**config.mk**
```make
export PLATFORM = sky130hd
export DESIGN_NAME = reflet_vga_rect_fill
export DESIGN_NICKNAME = d
export VERILOG_FILES = /design/src/rtl/reflet_vga_rect_fill_pkg.sv /design/src/rtl/reflet_vga_rect_fill_norm.sv /design/src/rtl/reflet_vga_rect_fill.sv
export SDC_FILE = /design/constraint.sdc
export NUM_CORES = 1
export LEC_CHECK = 0
export CAP_MARGIN = 40
export CORE_ASPECT_RATIO = 1.25
export CORE_UTILIZATION = 55
export DETAILED_ROUTE_END_ITERATION = 8
export PLACE_DENSITY = 0.95
export SYNTH_ARGS = -nofsm -noshare
export SYNTH_HDL_FRONTEND = slang
export SYNTH_SLANG_ARGS = --single-unit
```
**constraint.sdc**
```tcl
create_clock -name clk -period 4.8 [get_ports clk]
set_input_delay 0.96 -clock clk [delete_from_list [all_inputs] [get_ports clk]]
set_output_delay 0.96 -clock clk [all_outputs]
set_load 0.05 [all_outputs]
```
**src/rtl/reflet_vga_rect_fill_pkg.sv**
```systemverilog
// Shared VGA definitions: fill FSM state encoding and coordinate width/limit helpers.
package reflet_vga_rect_fill_pkg;

  // IDLE accepts commands, FILL streams one pixel per cycle.
  typedef enum logic [0:0] {
    ST_IDLE = 1'b0,
    ST_FILL = 1'b1
  } fill_state_t;

  // Coordinate width after dropping the reduced low-order bits.
  function automatic int coord_w(input int size, input int reduction);
    return $clog2(size) - reduction;
  endfunction

  // Largest visible coordinate in reduced resolution.
  function automatic int coord_max(input int size, input int reduction);
    return (size >> reduction) - 1;
  endfunction

endpackage

```
**src/rtl/reflet_vga_rect_fill_norm.sv**
```systemverilog
// Combinational corner sort and screen clip for a rectangle command.
module reflet_vga_rect_fill_norm #(
  parameter int XW   = 10,
  parameter int YW   = 9,
  parameter int XMAX = 639,
  parameter int YMAX = 479
) (
  input  logic [XW-1:0] x0,
  input  logic [XW-1:0] x1,
  input  logic [YW-1:0] y0,
  input  logic [YW-1:0] y1,
  output logic [XW-1:0] xl,
  output logic [XW-1:0] xh,
  output logic [YW-1:0] yl,
  output logic [YW-1:0] yh,
  output logic          empty
);

  localparam logic [XW-1:0] XMAX_V = XW'(XMAX);
  localparam logic [YW-1:0] YMAX_V = YW'(YMAX);

  logic [XW-1:0] xh_raw_s;
  logic [YW-1:0] yh_raw_s;

  // Sort corners, clamp the far edges to the screen and flag rectangles fully off-screen.
  always_comb begin
    xl       = x0;
    xh_raw_s = x1;
    yl       = y0;
    yh_raw_s = y1;
    if (x1 < x0) begin
      xl       = x1;
      xh_raw_s = x0;
    end else begin
      xl       = x0;
      xh_raw_s = x1;
    end
    if (y1 < y0) begin
      yl       = y1;
      yh_raw_s = y0;
    end else begin
      yl       = y0;
      yh_raw_s = y1;
    end
    if (xh_raw_s > XMAX_V) begin
      xh = XMAX_V;
    end else begin
      xh = xh_raw_s;
    end
    if (yh_raw_s > YMAX_V) begin
      yh = YMAX_V;
    end else begin
      yh = yh_raw_s;
    end
    empty = (xl > XMAX_V) || (yl > YMAX_V);
  end

endmodule

```
**src/rtl/reflet_vga_rect_fill.sv**
```systemverilog
// Rectangle filler: accepts a corner pair and colour, then emits one pixel write per cycle in raster order.
module reflet_vga_rect_fill
  import reflet_vga_rect_fill_pkg::*;
#(
  parameter int h_size        = 640,
  parameter int v_line        = 480,
  parameter int color_depth   = 8,
  parameter int bit_reduction = 0,
  localparam int XW   = coord_w(h_size, bit_reduction),
  localparam int YW   = coord_w(v_line, bit_reduction),
  localparam int XMAX = coord_max(h_size, bit_reduction),
  localparam int YMAX = coord_max(v_line, bit_reduction)
) (
  input  logic                   clk,
  input  logic                   reset,
  input  logic                   cmd_valid,
  output logic                   cmd_ready,
  input  logic [XW-1:0]          cmd_x0,
  input  logic [XW-1:0]          cmd_x1,
  input  logic [YW-1:0]          cmd_y0,
  input  logic [YW-1:0]          cmd_y1,
  input  logic [color_depth-1:0] cmd_R,
  input  logic [color_depth-1:0] cmd_G,
  input  logic [color_depth-1:0] cmd_B,
  input  logic [color_depth-1:0] cmd_a,
  output logic                   write_en,
  output logic [XW-1:0]          h_pixel,
  output logic [YW-1:0]          v_pixel,
  output logic [color_depth-1:0] R_out,
  output logic [color_depth-1:0] G_out,
  output logic [color_depth-1:0] B_out,
  output logic [color_depth-1:0] a_out,
  output logic                   busy,
  output logic                   done
);

  localparam int CW = 4 * color_depth;

  fill_state_t   state_r, state_n;
  logic          ready_r, ready_n;
  logic          write_en_r, write_en_n;
  logic          done_r, done_n;
  logic          busy_r, busy_n;
  logic [XW-1:0] h_r, h_n;
  logic [YW-1:0] v_r, v_n;
  logic [XW-1:0] xl_r, xl_n;
  logic [XW-1:0] xh_r, xh_n;
  logic [YW-1:0] yh_r, yh_n;
  logic [CW-1:0] colour_r, colour_n;

  logic [XW-1:0] nxl_s, nxh_s;
  logic [YW-1:0] nyl_s, nyh_s;
  logic          empty_s;

  reflet_vga_rect_fill_norm #(
    .XW   (XW),
    .YW   (YW),
    .XMAX (XMAX),
    .YMAX (YMAX)
  ) u_norm (
    .x0    (cmd_x0),
    .x1    (cmd_x1),
    .y0    (cmd_y0),
    .y1    (cmd_y1),
    .xl    (nxl_s),
    .xh    (nxh_s),
    .yl    (nyl_s),
    .yh    (nyh_s),
    .empty (empty_s)
  );

  // Next-state and next-output decode; the registers always hold the pixel being written.
  always_comb begin
    state_n    = state_r;
    write_en_n = 1'b0;
    done_n     = 1'b0;
    h_n        = h_r;
    v_n        = v_r;
    xl_n       = xl_r;
    xh_n       = xh_r;
    yh_n       = yh_r;
    colour_n   = colour_r;
    case (state_r)
      ST_IDLE: begin
        if (cmd_valid && ready_r) begin
          if (empty_s) begin
            done_n = 1'b1;
          end else begin
            state_n    = ST_FILL;
            write_en_n = 1'b1;
            h_n        = nxl_s;
            v_n        = nyl_s;
            xl_n       = nxl_s;
            xh_n       = nxh_s;
            yh_n       = nyh_s;
            colour_n   = {cmd_R, cmd_G, cmd_B, cmd_a};
            done_n     = (nxl_s == nxh_s) && (nyl_s == nyh_s);
          end
        end else begin
          state_n = ST_IDLE;
        end
      end
      ST_FILL: begin
        if ((h_r == xh_r) && (v_r == yh_r)) begin
          state_n = ST_IDLE;
        end else begin
          write_en_n = 1'b1;
          if (h_r == xh_r) begin
            h_n = xl_r;
            v_n = v_r + YW'(1);
          end else begin
            h_n = h_r + XW'(1);
          end
          done_n = (h_n == xh_r) && (v_n == yh_r);
        end
      end
      default: begin
        state_n = ST_IDLE;
      end
    endcase
    busy_n  = (state_n == ST_FILL);
    ready_n = (state_n == ST_IDLE);
  end

  // State and output registers with synchronous active-low reset; reset aborts any fill.
  always_ff @(posedge clk) begin
    if (!reset) begin
      state_r    <= ST_IDLE;
      ready_r    <= 1'b0;
      write_en_r <= 1'b0;
      done_r     <= 1'b0;
      busy_r     <= 1'b0;
      h_r        <= '0;
      v_r        <= '0;
      xl_r       <= '0;
      xh_r       <= '0;
      yh_r       <= '0;
      colour_r   <= '0;
    end else begin
      state_r    <= state_n;
      ready_r    <= ready_n;
      write_en_r <= write_en_n;
      done_r     <= done_n;
      busy_r     <= busy_n;
      h_r        <= h_n;
      v_r        <= v_n;
      xl_r       <= xl_n;
      xh_r       <= xh_n;
      yh_r       <= yh_n;
      colour_r   <= colour_n;
    end
  end

  assign cmd_ready = ready_r;
  assign write_en  = write_en_r;
  assign done      = done_r;
  assign busy      = busy_r;
  assign h_pixel   = h_r;
  assign v_pixel   = v_r;
  assign R_out     = colour_r[CW-1 -: color_depth];
  assign G_out     = colour_r[CW-1-color_depth -: color_depth];
  assign B_out     = colour_r[CW-1-2*color_depth -: color_depth];
  assign a_out     = colour_r[color_depth-1:0];

endmodule

```
==> reports/results.ini <==
[outcome]
outcome = finished, final reports clean

[cells_and_area]
multi_input_area_um2 = 3610
fin_nets = 970
mostFrequentLayoutCell = nand2_1
seq_area_um2 = 1660
diodes = 0
area_growth_pct = 29.0
layout_common_cells = nand2_1, clkdlybuf4s50_1, a21oi_1, dfxtp_1, nor2_1
fillers = 733
drive_gt1_share_pct = 5.21

[clocking]
cts_made_buffers = 9
cts_tree = yes
root_buffer = clkbuf_16
clock_sinks = 83
post_cts_buffers = 0
clk_pin_slew_ns = 0.06
worstSkewPairLatency_ns = 0.35
ctsHoldBuffers = 0
clk_path_buf_depth = 2
htree_levels = 3
post_cts_resized = 0

[logic_synthesis]
syn_inst = 778
ys_ff_latch = 83
synth.distinct_cells = 60
syn_nets = 870
synth_area_um2 = 5600
ys_warn_count = 0
yosysSeqAreaShare_pct = 29.7
yosys_most_used_dff = dfxtp_1
synth_edf_count = 0
avgSynthCellArea_um2 = 7.20
synth_async_sr_flop_share_pct = 0

[run]
maxCapViolations = 0

[power]
combPwrFrac_pct = 38.2
cellPowerDensity_nw_per_um2 = 331
switching_share_pct = 38.7
seqPwrFrac_pct = 34.6
p_int_mw = 1.46
p_switching_mw = 0.926
clock_power_share_pct = 27.2
ir_drop_uv = 215
p_leak_nw = 2.66

[die]
die-height_um = 115
core_area_um2 = 9760
die_x_um = 92.3
rows = 40
dieArea_um2 = 10600
start_util_pct = 57.4
io_pins = 128

[routing]
ant_nets = 0
wl_um = 16300
drc_errors = 0
viasPerCell = 6.09
drt_pass1_iterations = 6
vias = 6141
wl_per_cell_um = 16.2
drtIter0Drc = 519

[worst_setup_path]
reg2reg_to = done
cp_data_arrival_time_ns = 4.15
crit_required_ns = 5.07
critical_path_class = input pin to flip-flop
path_max_fanout = 33
r2r_setup_slack_ns = 1.22
reg2reg_depth = 10
worstSetupStartpointType = input pin
cp-end-kind = flip-flop
r2r_start = h_pixel[5]

[timing]
setup_viol = 0
drv_slew = 0
fin_ws_ns = 0.925
hold_viol_final = 0
hold_ws_ns = 0.452
fin_worst_skew_ns = 0.00603
rsz0062_at_grt = false
fin_crit_ns = 3.88
worstMarginPinSlew_ns = 0.833
timing.fmax_mhz = 258
maxSlewHeadroom_pct = 44.4
fin_crit_sh_pct = 80.7
setup-tns-final_ns = 0

[global_routing]
antenna_found_initial = 0
grt_max_degree = 80
track_usage_pct = 31.2
grt_pass1_wl_um = 26600
globalRouteOverflowTotal = 0
grt_pass1_vias = 5666

[placement]
detailed_place_hpwl_um = 11400
io_buffers = 127
routabilityCongestion = 0.952
pre_cts_ws_ns = 0.642

[hold_path]
holdPathEnd = colour_r[3]
hold_depth = 2
hold_path.class = flip-flop to flip-flop
hold_path.startpoint = colour_r[3]

==> registers in the layout, indices dropped and copies added (netlist names) <==
register and flops:
colour_r 32, h_pixel 10, xh_r 10, xl_r 10, v_pixel 9, yh_r 9
busy 1, cmd_ready 1, done 1
==> final cells by class <==
class | count | share of cell area (%)
Timing Repair Buffer | 141 | 19.3
Multi-Input combinational cell | 609 | 49.9
Clock buffer | 10 | 3.17
Inverter | 34 | 1.77
Sequential cell | 83 | 23.0
Tap cell | 126 | 2.18
Clock inverter | 6 | 0.675
==> synthesized netlist by cell type, types with 2 or more instances <==
master | n | area, um^2
a2111oi_0 | 2 | 17.5
a211oi_1 | 9 | 67.6
a21o_1 | 5 | 37.5
a21oi_1 | 85 | 425
a222oi_1 | 2 | 20.0
a22oi_1 | 4 | 30.0
a2bb2oi_1 | 2 | 17.5
a311oi_1 | 6 | 52.6
a31o_2 | 3 | 26.3
a31oi_1 | 9 | 56.3
a32oi_1 | 3 | 26.3
and3_1 | 4 | 25.0
and4_1 | 2 | 17.5
buf_1 | 2 | 7.51
buf_2 | 3 | 15.0
buf_6 | 2 | 22.5
clkbuf_1 | 44 | 165
dfxtp_1 | 83 | 1660
ha_1 | 19 | 238
inv_1 | 33 | 124
mux2_2 | 6 | 67.6
mux2i_1 | 25 | 250
nand2_1 | 133 | 499
nand2b_1 | 5 | 31.3
nand3_1 | 19 | 95.1
nand3b_1 | 2 | 15.0
nand4_1 | 10 | 62.6
nor2_1 | 82 | 308
nor2b_1 | 6 | 37.5
nor3_1 | 19 | 95.1
nor4_1 | 8 | 50.1
o2111ai_1 | 4 | 35.0
o211ai_1 | 8 | 60.1
o21a_1 | 2 | 15.0
o21ai_0 | 40 | 200
o221ai_1 | 2 | 17.5
o22ai_1 | 5 | 31.3
o311ai_0 | 9 | 78.8
o31ai_1 | 2 | 15.0
or2_2 | 2 | 12.5
or3_1 | 5 | 31.3
or4_1 | 4 | 30.0
xnor2_1 | 23 | 201
xor2_1 | 19 | 166
==> worst max-delay path: stages <==
cell and delay (ns):
clkdlybuf4s50_1 0.56, inv_1 0.11, ha_1 0.30, nand2_1 0.05
o21ai_0 0.19, a31oi_1 0.12, o21ai_2 0.22, buf_4 0.39
mux2i_1 0.48, xnor2_1 0.12, or4_1 0.48, o21ai_0 0.17
==> power by group through the flow <==
stage	clock, mW	sequential (mW)	combinational (mW)
after CTS	0.655	0.824	0.900
after floorplan	0	0.930	0.514
after global placement	0	0.837	0.862
after global routing	0.685	0.834	0.984
after detailed placement	0	0.838	0.887
final	0.650	0.828	0.913
==> stage by stage <==
step	std cells	cell area (um^2)	total power, mW	util, %
2_1_floorplan	778	5600	1.44	-
3_3_place_gp	991	6930	1.70	71.0
3_5_place_dp	993	6950	1.72	71.2
4_1_cts	1009	7230	2.38	74.1
5_1_grt	1009	7230	2.50	74.1
6_report	1009	7230	2.39	74.1
==> worst max-delay path by stage <==
stage | startpoint | end | slack [ns]
6_report | cmd_y0[2] | done | 0.92
5_1_grt | cmd_y0[2] | done | 0.69
4_1_cts | cmd_y0[2] | done | 0.98
2_1_floorplan | cmd_y0[2] | xh_r[9] | 1.42
3_3_place_gp | cmd_y0[2] | done | 0.71
3_5_place_dp | cmd_y0[2] | done | 0.64
==> routing by layer <==
metal,vias to the layer above,part of all wire [%],wire [um],GRT usage (%)
met5,-,0,0,0
met4,0,5.4,880,19.9
met3,69,7.9,1290,6.02
met2,323,49,7940,52.4
met1,2797,38,6220,36.5
li1,2952,-,-,-
==> kinds of logic after synthesis <==
kind of cell	synth area share [%]
AOI/OAI and AO/OA	23.5
and+or+nand+nor	23.8
DFF	29.7
muxes	6.07
buffers and inverters	6.16
xor gates and xnor gates	6.57
adders and majority gates	4.24
Power figures use the tool's default switching activity.
